File: src/rtl/alu_logic_pkg.sv
// Shared operation encoding for the bitwise logic unit and the ALU result mux.
package alu_logic_pkg;

  typedef enum logic [2:0] {
    OP_AND    = 3'd0,
    OP_OR     = 3'd1,
    OP_XOR    = 3'd2,
    OP_NOR    = 3'd3,
    OP_NAND   = 3'd4,
    OP_XNOR   = 3'd5,
    OP_NOT_A  = 3'd6,
    OP_PASS_A = 3'd7
  } logic_op_e;

endpackage

File: src/rtl/logic_slice.sv
// Purely combinational WIDTH-bit bitwise function with all-zeros / all-ones flags.
module logic_slice
  import alu_logic_pkg::*;
#(
  parameter int WIDTH = 32
) (
  input  logic_op_e        op,
  input  logic [WIDTH-1:0] a,
  input  logic [WIDTH-1:0] b,
  output logic [WIDTH-1:0] s,
  output logic             zero,
  output logic             ones
);

  always_comb begin
    s = '0;
    case (op)
      OP_AND:    s = a & b;
      OP_OR:     s = a | b;
      OP_XOR:    s = a ^ b;
      OP_NOR:    s = ~(a | b);
      OP_NAND:   s = ~(a & b);
      OP_XNOR:   s = ~(a ^ b);
      OP_NOT_A:  s = ~a;
      OP_PASS_A: s = a;
      default:   s = a;
    endcase
  end

  // Reductions also hold for WIDTH=1: zero = !s, ones = s.
  assign zero = ~|s;
  assign ones = &s;

endmodule

File: src/rtl/logic_unit_pipe.sv
// Bitwise logic unit with a valid/ready stream interface and an optional
// single-entry result register.
module logic_unit_pipe
  import alu_logic_pkg::*;
#(
  parameter int WIDTH   = 32,
  parameter int OUT_REG = 1
) (
  input  logic             clk,
  input  logic             reset,
  input  logic             in_valid,
  output logic             in_ready,
  input  logic [2:0]       op,
  input  logic [WIDTH-1:0] A,
  input  logic [WIDTH-1:0] B,
  output logic             out_valid,
  input  logic             out_ready,
  output logic [WIDTH-1:0] S,
  output logic             zero,
  output logic             ones
);

  logic [WIDTH-1:0] slice_s;
  logic             slice_zero;
  logic             slice_ones;

  logic_slice #(.WIDTH(WIDTH)) u_slice (
    .op   (logic_op_e'(op)),
    .a    (A),
    .b    (B),
    .s    (slice_s),
    .zero (slice_zero),
    .ones (slice_ones)
  );

  // Handshake: a beat moves on a side only in a cycle where that side's
  // valid and ready are both 1; a producer holding valid=1 keeps its data
  // stable until it sees ready, and valid never depends on ready.
  if (OUT_REG != 0) begin : g_reg
    logic             valid_q;
    logic [WIDTH-1:0] s_q;
    logic             zero_q;
    logic             ones_q;
    logic             load;

    // The slot can take a new beat when empty or being drained this cycle.
    assign in_ready = !valid_q || out_ready;
    assign load     = in_valid && in_ready;

    always_ff @(posedge clk) begin
      if (reset) begin
        valid_q <= 1'b0;
        s_q     <= '0;
        zero_q  <= 1'b1;
        ones_q  <= 1'b0;
      end else if (load) begin
        valid_q <= 1'b1;
        s_q     <= slice_s;
        zero_q  <= slice_zero;
        ones_q  <= slice_ones;
      end else if (out_ready) begin
        valid_q <= 1'b0;
      end
    end

    assign out_valid = valid_q;
    assign S         = s_q;
    assign zero      = zero_q;
    assign ones      = ones_q;
  end else begin : g_comb
    assign in_ready  = out_ready;
    assign out_valid = in_valid;
    assign S         = slice_s;
    assign zero      = slice_zero;
    assign ones      = slice_ones;
  end

endmodule

File: config.mk
export PLATFORM = sky130hd
export DESIGN_NAME = logic_unit_pipe
export DESIGN_NICKNAME = d
export VERILOG_FILES = /design/src/rtl/alu_logic_pkg.sv /design/src/rtl/logic_slice.sv /design/src/rtl/logic_unit_pipe.sv
export SDC_FILE = /design/constraint.sdc
export NUM_CORES = 1
export LEC_CHECK = 0
export CAP_MARGIN = 20
export CORE_AREA = 5 5 108 120
export DETAILED_ROUTE_END_ITERATION = 6
export DIE_AREA = 0 0 113 125
export PLACE_DENSITY = 0.71
export SLEW_MARGIN = 0
export SYNTH_ARGS = -nofsm -noshare
export SYNTH_HDL_FRONTEND = slang
export SYNTH_HIERARCHICAL = 1
export SYNTH_SLANG_ARGS = --single-unit
export TNS_END_PERCENT = 30
File: constraint.sdc
create_clock -name clk -period 2.99 [get_ports clk]
set_clock_uncertainty 0.05 [all_clocks]
set_input_delay 0.7475 -clock clk [delete_from_list [all_inputs] [get_ports clk]]
set_output_delay 0.7475 -clock clk [all_outputs]
set_load 0.1 [all_outputs]
==> impl_metrics.toml <==
[power]
powerDensity_nw_per_um2 = 324
combPwrFrac = 0.566
p_clk_frac = 0.208
seq_power_share = 0.225
swShare = 0.419
ir_drop_mv = 0.379
total_power_uw = 2330
leakage_uw = 0.00338
internal_power_uw = 1350
power_switching_uw = 977

[setup_path]
crit_fanout = 3
end_kind = "flop"
worstPathArrival_ps = 3060
crit_type = "in2reg"
startpoint_type = "input pin"
crit_required_ps = 3140

[die]
die_area_um2 = 14100
rows = 42
core_area_um2 = 11700
die_y_um = 125
initial_utilization = 0.435
num_io_pins = 107
die_w_um = 113

[synth]
synth-xor-area-share = 0.0532
synth-seq-cells = 35
synth_top_family_by_area = "compound AO/OA/AOI/OAI gates"
ys_types = 41
synthMuxAreaShare = 0.123
yosys.area_share.simple = 0.135
synthAdderAreaFrac = 0.157
seq_area_frac_synth = 0.137
async_flop_share = 0
dominantRegCellSynth = "dfxtp_1"
netlist_area_um2 = 5100
synth.avg_cell_area_um2 = 7.93
synth_compound_area_frac = 0.260
syn-instance-count = 643
synth_edf_count = 0
yosys_warnings = 6
syn-num-nets = 778

[clock_tree]
cts_tree = "built"
cts_inserted_buffers = 5
clockBufferDepth = 2
cts_hold_buf = 0
cts_root_buf = "clkbuf_16"
cts_sinks = 35
htree_num_levels = 2
path_clk_slew_ps = 50
clk_latency_ps = 270

[cells_and_area]
syn_to_final_growth_pct = 40.9
seqCellArea_um2 = 701
layout_common_cells = "129 x buf_4, 87 x inv_1, 64 x clkdlybuf4s50_1"
diodes = 0
fin_nets = 937
final_common_cell = "buf_4"
finalNonFillerCells = 957
multiInputGateArea_um2 = 4060
fillerInstances = 996
layout-drive-gt1-share = 0.308
finish.instance_area_um2 = 7190

[sta]
fin_ws_ps = 78.9
setup_viol = 0
worst_slew_pin_slew_ps = 653
finalCritPeriodShare = 0.974
hold_violations = 0
fin_tns_setup_ps = 0
fmax_mhz = 344
fin_crit_ps = 2910
slew_headroom = 0.565
drv_slew = 0

[routing]
drtAntennaViolNets = 0
dr.pass1.iters = 7
avgViaCountPerCell = 5.35
totalWireLength_mm = 14.7
vias = 5122
drc = 0
drt-wirelength-per-cell_um = 15.4
initialDrtViolationCount = 300

[global_route]
overflow = 0
grt_pass1_wl_mm = 23.0
track_usage = 0.191
grt_max_degree = 69
antenna_found_initial = 0
grt_pass1_vias = 4851

[placement]
port_buffers = 106
place_hpwl_mm = 11.2
dp.cells = 936
preCtsSetupSlack_ps = -305
gp_congestion = 0.917
place_area_um2 = 6600

[min_path]
hold_class = "reg2reg"

[status]
status = "completed"

[flow_run]
maxCapViolCount = 0
[worst paths after layout]
path                            cells past startpoint  slack (ps)            endpoint              startpoint
worst max-delay path                               11          80   zero$_SDFFE_PP1P_                   B[21]
worst min register to register                      2         520   zero$_SDFFE_PP1P_       zero$_SDFFE_PP1P_
worst max register to register                      4        1530  S[12]$_SDFFE_PP0P_  out_valid$_SDFFE_PP0P_
worst min-delay path                                2         520   zero$_SDFFE_PP1P_       zero$_SDFFE_PP1P_
[cell usage after synthesis (9+ instances only)]
| library cell | instances | area [um2] |
|---|---|---|
| nor2b_1 | 9 | 56.3 |
| mux2_2 | 22 | 248 |
| buf_2 | 16 | 80.1 |
| nand3_1 | 36 | 180 |
| o21ai_0 | 13 | 65.1 |
| dfxtp_1 | 35 | 701 |
| o22ai_1 | 22 | 138 |
| inv_1 | 87 | 327 |
| a21bo_1 | 33 | 330 |
| buf_6 | 11 | 124 |
| a21oi_1 | 34 | 170 |
| clkbuf_1 | 10 | 37.5 |
| ha_1 | 64 | 801 |
| xnor2_1 | 23 | 201 |
| nand4_1 | 11 | 68.8 |
| nand2_1 | 21 | 78.8 |
| a221oi_1 | 19 | 166 |
| buf_4 | 10 | 75.1 |
| mux2i_1 | 38 | 380 |
| nor2_1 | 34 | 128 |
| nor4_1 | 11 | 68.8 |
| a21oi_2 | 33 | 289 |
| a211oi_1 | 10 | 75.1 |
[through the flow]
stage                     hold WS, ps  utilization
after global placement            488        0.563
final                             517        0.613
after global routing              542        0.613
after detailed placement          515        0.563
after CTS                         522        0.575
after floorplan                   893            -
[critical path, stage by stage]
cell and delay, ps:
clkdlybuf4s50_1 530, inv_1 70, ha_1 310, mux2_2 180
o22ai_1 90, a221oi_2 280, nand4_1 160, nor4_2 320
o211a_1 200, nor2_1 40, mux2i_1 150
[layout make-up]
| cell class | instances | share of cell area |
|---|---|---|
| Multi-Input combinational cell | 469 | 0.565 |
| Tap cell | 154 | 0.0268 |
| Inverter | 87 | 0.0454 |
| Timing Repair Buffer | 204 | 0.246 |
| Clock buffer | 7 | 0.0185 |
| Clock inverter | 1 | 0.000696 |
| Sequential cell | 35 | 0.0975 |
[layer usage]
metal | GRT usage | wire length [um]
met1 | 0.254 | 6560
met2 | 0.322 | 7030
met3 | 0.0290 | 759
met4 | 0.0481 | 351
met5 | 0 | 0
[kinds of logic (layout without fill, tap and decap cells)]
| group | count (synthesis) | count (layout) |
|---|---|---|
| fa+ha+maj | 64 | 64 |
| buf+inv | 139 | 299 |
| flops | 35 | 35 |
| simple gates | 138 | 138 |
| xor+xnor | 31 | 31 |
| mux | 60 | 60 |
| compound gates | 176 | 176 |
[state kept, by name, summed over array words and instances (netlist names)]
signal / cells
S: 32
ones: 1
out_valid: 1
zero: 1
[power groups by stage]
stage / clock network (uW) / registers, uW / logic (uW)
6_report: 485 / 525 / 1320
2_1_floorplan: 0 / 785 / 551
3_5_place_dp: 0 / 535 / 1200
5_1_grt: 512 / 529 / 1410
3_3_place_gp: 0 / 534 / 1170
4_1_cts: 491 / 526 / 1200
[repair_timing]
item | CTS | global route
setup endpoints to repair | 2 | 2
setup buffers | 0 | 13
resized for setup | 1 | 56
pin swaps | 0 | 10
Note: power is estimated with default switching activity, not from simulation.
